==> src/rtl/axi_rd_burst_splitter.sv <==
// AXI4 read burst splitter: reissues upstream bursts of up to 256 beats as downstream
// sub-bursts of at most MAX_BEATS beats. Optional macro AXI_RD_SPLIT_ERR_STICKY_EN.
module axi_rd_burst_splitter #(
   parameter int unsigned ID_WIDTH   = 4,
   parameter int unsigned ADDR_WIDTH = 32,
   parameter int unsigned DATA_WIDTH = 64,
   parameter int unsigned MAX_BEATS  = 16
) (
   input  logic                  ACLK,
   input  logic                  ARESET,
   // Upstream AR
   input  logic [ID_WIDTH-1:0]   S_ARID,
   input  logic [ADDR_WIDTH-1:0] S_ARADDR,
   input  logic [7:0]            S_ARLEN,
   input  logic [2:0]            S_ARSIZE,
   input  logic [1:0]            S_ARBURST,
   input  logic                  S_ARVALID,
   output logic                  S_ARREADY,
   // Upstream R
   output logic [ID_WIDTH-1:0]   S_RID,
   output logic [DATA_WIDTH-1:0] S_RDATA,
   output logic [1:0]            S_RRESP,
   output logic                  S_RLAST,
   output logic                  S_RVALID,
   input  logic                  S_RREADY,
   // Downstream AR
   output logic [ID_WIDTH-1:0]   M_ARID,
   output logic [ADDR_WIDTH-1:0] M_ARADDR,
   output logic [7:0]            M_ARLEN,
   output logic [2:0]            M_ARSIZE,
   output logic [1:0]            M_ARBURST,
   output logic                  M_ARVALID,
   input  logic                  M_ARREADY,
   // Downstream R
   input  logic [ID_WIDTH-1:0]   M_RID,
   input  logic [DATA_WIDTH-1:0] M_RDATA,
   input  logic [1:0]            M_RRESP,
   input  logic                  M_RLAST,
   input  logic                  M_RVALID,
   output logic                  M_RREADY
);

   typedef enum logic [1:0] {StIdle, StIssue, StData} state_e;

   localparam logic [1:0] BurstIncr = 2'd1;
   localparam logic [8:0] MaxBeats  = 9'(MAX_BEATS);

   state_e                state_q, state_d;
   logic [ID_WIDTH-1:0]   id_q, id_d;
   logic [ADDR_WIDTH-1:0] addr_q, addr_d;
   logic [2:0]            size_q, size_d;
   logic [1:0]            burst_q, burst_d;
   logic [8:0]            remaining_q, remaining_d;
   logic [8:0]            sub_beats_q, sub_beats_d;

   logic [8:0]            next_beats;
   logic [ADDR_WIDTH-1:0] addr_step;
   logic                  r_hs;
   logic                  last_hs;
   logic                  final_sub;
   logic                  unused_rid;

   // The downstream slave echoes our ID; the latched upstream ID is returned instead.
   assign unused_rid = ^M_RID;

   assign next_beats = (remaining_q > MaxBeats) ? MaxBeats : remaining_q;
   assign addr_step  = ADDR_WIDTH'(sub_beats_q) << size_q;
   assign r_hs       = (state_q == StData) && M_RVALID && S_RREADY;
   assign last_hs    = r_hs && M_RLAST;
   assign final_sub  = (remaining_q == sub_beats_q);

   always_comb begin
      S_ARREADY = (state_q == StIdle) && !ARESET;
      M_ARVALID = (state_q == StIssue);
      M_ARID    = id_q;
      M_ARADDR  = addr_q;
      M_ARLEN   = 8'(next_beats - 9'd1);
      M_ARSIZE  = size_q;
      M_ARBURST = burst_q;
      M_RREADY  = (state_q == StData) && S_RREADY;
      S_RVALID  = (state_q == StData) && M_RVALID;
      S_RID     = id_q;
      S_RDATA   = M_RDATA;
      // Intermediate sub-burst RLASTs are hidden from the upstream master.
      S_RLAST   = (state_q == StData) && M_RLAST && final_sub;
   end

   always_comb begin
      state_d     = state_q;
      id_d        = id_q;
      addr_d      = addr_q;
      size_d      = size_q;
      burst_d     = burst_q;
      remaining_d = remaining_q;
      sub_beats_d = sub_beats_q;
      unique case (state_q)
         StIdle: begin
            if (S_ARVALID) begin
               id_d        = S_ARID;
               addr_d      = S_ARADDR;
               size_d      = S_ARSIZE;
               burst_d     = S_ARBURST;
               remaining_d = {1'b0, S_ARLEN} + 9'd1;
               state_d     = StIssue;
            end
         end
         StIssue: begin
            if (M_ARREADY) begin
               sub_beats_d = next_beats;
               state_d     = StData;
            end
         end
         StData: begin
            if (last_hs) begin
               remaining_d = remaining_q - sub_beats_q;
               if (final_sub) begin
                  state_d = StIdle;
               end else begin
                  // FIXED re-reads the same address; WRAP never gets here (single sub-burst).
                  if (burst_q == BurstIncr) begin
                     addr_d = addr_q + addr_step;
                  end
                  state_d = StIssue;
               end
            end
         end
         default: state_d = StIdle;
      endcase
   end

   always_ff @(posedge ACLK) begin
      if (ARESET) begin
         state_q     <= StIdle;
         id_q        <= '0;
         addr_q      <= '0;
         size_q      <= '0;
         burst_q     <= '0;
         remaining_q <= '0;
         sub_beats_q <= '0;
      end else begin
         state_q     <= state_d;
         id_q        <= id_d;
         addr_q      <= addr_d;
         size_q      <= size_d;
         burst_q     <= burst_d;
         remaining_q <= remaining_d;
         sub_beats_q <= sub_beats_d;
      end
   end

`ifdef AXI_RD_SPLIT_ERR_STICKY_EN
   logic [1:0] err_q, err_d;

   // First SLVERR/DECERR of a burst is held until the upstream last beat.
   always_comb begin
      err_d = err_q;
      if (r_hs) begin
         if (S_RLAST) begin
            err_d = 2'b00;
         end else if ((err_q == 2'b00) && M_RRESP[1]) begin
            err_d = M_RRESP;
         end
      end
   end

   always_ff @(posedge ACLK) begin
      if (ARESET) begin
         err_q <= 2'b00;
      end else begin
         err_q <= err_d;
      end
   end

   assign S_RRESP = (err_q > M_RRESP) ? err_q : M_RRESP;
`else
   assign S_RRESP = M_RRESP;
`endif

endmodule

==> config.mk <==
export PLATFORM = sky130hd
export DESIGN_NAME = axi_rd_burst_splitter
export DESIGN_NICKNAME = d
export VERILOG_FILES = /design/src/rtl/axi_rd_burst_splitter.sv
export SDC_FILE = /design/constraint.sdc
export NUM_CORES = 1
export LEC_CHECK = 0
export CORE_MARGIN = 3
export CORE_UTILIZATION = 60
export DETAILED_ROUTE_END_ITERATION = 8
export DONT_BUFFER_PORTS = 1
export PLACE_DENSITY = 0.76
export SLEW_MARGIN = 40
export SYNTH_ARGS = -nofsm -noshare
export SYNTH_HDL_FRONTEND = slang
export SYNTH_SLANG_ARGS = --single-unit
==> constraint.sdc <==
create_clock -name ACLK -period 3.8 [get_ports ACLK]
set_input_delay 0 -clock ACLK [delete_from_list [all_inputs] [get_ports ACLK]]
set_output_delay 0 -clock ACLK [all_outputs]
set_load 0.05 [all_outputs]
# Word level (Yosys, flattened, before mapping)
# Index checks and enable logic that the tools add are counted.
# op_classes
eq_ne	9
add_sub_neg	4
reduce_logical	15
mux	14
shifts	1
order_cmp	1
# op_table
op	count
2-to-1 mux 32 bit	4
one-hot mux 32 bit (2 select lines)	1
adder 32 bit	1
<< shifter 9 x 3 -> 32 bit	1
2-to-1 mux 9 bit	3
one-hot mux 9 bit (2 select lines)	1
adder 8 x 1 -> 9 bit, second input constant	1
== test 9 bit	1
greater-than comparator 9 x 5 -> 1 bit, second input constant	1
subtractor 9 bit	1
subtractor 8 x 1 -> 8 bit, second input constant	1
logical AND 1 bit	7
2-to-1 mux 2 bit	3
!= test 2 bit, second input constant	3
one-hot mux 2 bit (3 select lines)	1
AND reduction 3 bit	2
AND reduction 5 bit	1
== test 2 x 1 -> 1 bit, second input constant	2
!= test 2 x 1 -> 1 bit, second input constant	2
AND reduction 2 bit	2
== test 2 bit, second input constant	1
logical NOT 2 bit	1
nonzero test 2 bit	1
logical NOT 1 bit	1
2-to-1 mux 1 bit	1
# totals
wordCells	51
output_inout_bits	124
in_bits	126
ff_bits	61

# Longest topological paths before layout
# depth
word_depth	6
mapped_depth	14
ltp_nobuf	12

# Least setup slack after synthesis
# Ideal clock, no wire load.
# synth_path
path_kind	register -> register
startpoint	reg size_q[1], in the netlist M_ARSIZE[1]
endpoint	reg addr_q[31], in the netlist M_ARADDR[31]
required_time_ns	3.721
arrival_ns	3.390
period_less_slack_ns	3.469
path_buffers	2
path_stages_with_launch	13
slack_ns	0.331
setup_ns	0.079
path_cell_list	dfxtp_1 > clkbuf_1 > clkbuf_1 > o21ai_0 > o21ai_0 > mux2i_1 > ha_1 > nand4_2 > nor4_4 > a21boi_2 > a21bo_4 > or4_1 > a211oi_2
# synth_via
elab_chain_cells	6
# synth_lines
element	line_no	rtl
from (decl)	51	logic [2:0] size_q, size_d;
from (signal assigned)	144	size_q <= size_d;
<< shifter 9 x 3 -> 32 bit	67	assign addr_step = ADDR_WIDTH'(sub_beats_q) << size_q;
adder 32 bit	121	addr_d = addr_q + addr_step;
2-to-1 mux 32 bit	120	if (burst_q == BurstIncr) begin
2-to-1 mux 32 bit	116	if (final_sub) begin
2-to-1 mux 32 bit	114	if (last_hs) begin
one-hot mux 32 bit (2 select lines)	96	unique case (state_q)
to (signal assigned)	143	addr_q <= addr_d;
to (decl)	50	logic [ADDR_WIDTH-1:0] addr_q, addr_d;
# No other way between the ends. The select of a mux whose other input is x is not followed.
# A chain may end at the register's enable or synchronous reset.

# Worst setup path after layout
# layout_path
startpoint	reg size_q[0], in the netlist M_ARSIZE[0]
endpoint	reg addr_q[23], in the netlist M_ARADDR[23]
# The elaborated chain is that of the path after synthesis.

==> summary.txt <==
Crit path largest cell delay -> 0.57 ns
Worst IR Drop VDD -> 271 uV
Vias -> 4926
die width -> 98.6 um
Final Util -> 66.6%
Pwr Total -> 2.11 mW
Fmax achieved -> 0.285 GHz
Post-synth ARST share -> 0%
flops & latches, synth -> 61
Reg clk slew, reported paths -> 0.09 ns
GP Congestion -> 0.938
Critical Path AT -> 3.75 ns
Seq/Total Area, Yosys -> 23.7%
Routed WL -> 13.9 mm
final setup fails -> 0
area delta synth->final -> 6.86%
CTS tree -> yes
Nets -> 817
RSZ-0062 raised after global routing -> false
latest clock arrival within the worst-skew pair -> 0.35 ns
EDFF count, synth -> 0
yosys warns -> 0
critical path endpoint category -> register
Setup crit start kind -> register
Least-Margin Pin Slew -> 0.836 ns
clock root buffer -> clkbuf_8
Synth Area in Compound Gates -> 24.8%
CP max FO -> 10
Buffers on Ports -> 0
hpwl dp -> 9.57 mm
post-synth net total -> 844
ant diodes -> 0
mux share of post-synthesis cell area -> 2.99%
first-pass GRT wire length -> 22.2 mm
largest family of logic cells by synthesized area -> compound AO/OA/AOI/OAI gates
PwrDens -> 383 mW/mm^2
Post-Syn Area per Cell -> 7.46 sq um
post-CTS setup buffers -> 0
Mapped Area -> 0.00514 sq mm
Hold Violations, Final -> 0
post-synthesis xor/xnor area fraction -> 3.23%
layout cells sized above 1 -> 9.73%
total CTS buffers -> 9
Bufs and invs on worst path -> 3
number of global-route vias before repair -> 4712
Hold/Removal Path Class -> input pin to output pin
Worst path top cell family by delay -> compound AO/OA/AOI/OAI gates
ratio of final minimum period to clock period -> 92.4%
Routed wire per std cell -> 17.9 um
Fillers -> 716
Slowest-stage cell, CP -> dlygate4sd3_1
largest net degree at the start of global routing -> 47
GR Overflow Total -> 0
DR vias/cell -> 6.37
Synth Instances -> 690
Post-route DRC -> 0
max-slew violations -> 0
status -> completed
crit path cell chain -> buf_4 > mux2i_1 > o22ai_1 > ha_1 > a21o_1 > a21o_1 > a221oi_2 > a21boi_0 > buf_4 > nand3_1 > a31oi_1 > dlygate4sd3_1
Fin Setup TNS -> 0 ns
max-cap violations -> 0
Hold Slack -> 0.0000140 ns
pre-CTS WS -> 0.369 ns
Clock Tree Buf Depth -> 2
Pre-antenna DRT Iters -> 5
DR iter-0 viols -> 331
H-tree depth -> 3
Setup Crit Path Kind -> register to register
die height -> 98.6 um
simple-gate area share of the yosys netlist -> 23.4%
GRT Util Overall -> 27.3%
Tmin final -> 3.51 ns
initial antenna violation count -> 0
I/O Pins -> 250
CORE AREA -> 0.00826 sq mm
adder-cell share of the synthesized area -> 7.10%
Yosys cell types -> 69
headroom to the max-slew limit -> 43.9%
die area -> 0.00972 sq mm
initial core utilization -> 62.3%
CP required -> 4.05 ns
Clock Skew -> 0.0159 ns
P_leak -> 2.15 nW
ANT nets after route -> 0
Site Rows -> 33
Synth Flop Type -> dfxtp_1
CTS Sinks -> 61
Worst Setup Slack, final -> 0.291 ns
cells by family (layout without fill, tap and decap cells):
family,Yosys count,after routing
buffers and inverters,127,105
adders and majority gates,28,28
DFF,61,61
AOI/OAI and AO/OA,190,190
xor gates and xnor gates,19,19
and+or+nand+nor,250,250
muxes,15,15
synth_stat cells, drive strengths merged (3+ instances only):
| cell | n | area share (%) |
|---|---|---|
| nor2 | 48 | 3.6 |
| mux2i | 12 | 2.3 |
| and3 | 19 | 2.3 |
| xor2 | 8 | 1.4 |
| nor2b | 6 | 0.73 |
| o31ai | 3 | 0.44 |
| ha | 26 | 6.3 |
| o221ai | 3 | 0.51 |
| nand3 | 22 | 2.1 |
| and4 | 3 | 0.51 |
| o21bai | 3 | 0.44 |
| nand4 | 5 | 0.73 |
| a311oi | 13 | 2.2 |
| a31oi | 12 | 1.5 |
| and2 | 11 | 1.3 |
| dfxtp | 61 | 24 |
| nand2 | 96 | 7.0 |
| nor4 | 3 | 0.78 |
| xnor2 | 11 | 1.9 |
| a21o | 9 | 1.3 |
| nor3 | 21 | 2.0 |
| o21ai | 32 | 3.2 |
| inv | 21 | 1.5 |
| o211ai | 9 | 1.3 |
| mux2 | 3 | 0.66 |
| a41oi | 3 | 0.51 |
| nand2b | 4 | 0.49 |
| o22ai | 6 | 0.73 |
| a21boi | 6 | 0.95 |
| clkbuf | 28 | 2.0 |
| or4 | 6 | 0.88 |
| a21oi | 56 | 5.5 |
| a211oi | 16 | 2.5 |
| buf | 78 | 11 |
final timing paths:
check             cells past startpoint  slack [ns]        endpoint            from
setup / recovery                     12        0.29    M_ARADDR[23]     M_ARSIZE[0]
hold / removal                        0     0.00001     S_RDATA[25]     M_RDATA[25]
setup reg to reg                     12        0.29    M_ARADDR[23]     M_ARSIZE[0]
hold reg to reg                       2        0.48  remaining_q[0]  remaining_q[0]
routing by layer:
layer,wire length (um),vias up,share of wire (%),global-route usage [%]
met5,0,-,0,0
met4,387,0,2.8,10.5
met3,1190,45,8.6,7.29
met2,6520,259,47,44.8
met1,5760,2258,42,34.1
li1,-,2364,-,-
power breakdown:
group / total (mW) / internal [mW] / switching [mW]
Sequential: 0.889 / 0.692 / 0.198
Combinational: 0.610 / 0.224 / 0.386
Clock: 0.607 / 0.306 / 0.300
through the flow:
step                      cells  cell area, sq um
after floorplan             690              5140
after global placement      705              4740
after detailed placement    705              4750
after CTS                   773              5480
after global routing        773              5500
final                       773              5500
cells in the final DEF (no fill, tap or decap), types with 13 or more instances in the layout:
master	instances
nand3_1	22
nor3_1	18
inv_1	21
dfxtp_1	55
o21ai_0	29
and3_1	18
ha_1	26
dlygate4sd3_1	51
nor2_1	47
buf_4	16
a211oi_1	14
a21oi_1	55
a311oi_1	13
nand2_1	96
timing repair:
item,4_1_cts,5_1_grt
resized for setup,0,4
hold buffers,52,0
endpoints found under the setup margin,0,2
hold endpoints to repair,57,0
registers in the layout (all words and copies together) (netlist names):
signal / cells
sub_beats_q: 9
M_ARBURST: 2
M_ARSIZE: 3
remaining_q: 9
M_ARADDR: 32
state_q: 2
M_ARID: 4
area by class of cell:
class	instances	area (sq um)	area share, %
Timing Repair Buffer	68	651	11.8
Tap cell	105	131	2.39
Sequential cell	61	1230	22.4
Clock inverter	7	75.1	1.37
Clock buffer	9	124	2.25
Multi-Input combinational cell	502	3210	58.3
Inverter	21	78.8	1.43
worst register-to-register path, delay by kind of cell, from the launching register on:
family,cells,cell delay (ns)
AND/OR/NAND/NOR,1,0.08
AO/OA/AOI/OAI,6,1.21
flip-flops,1,0.42
adder cells (fa/ha/maj),1,0.37
buffers and inverters,3,1.04
multiplexers,1,0.30
(Power assumes the default switching activity.)
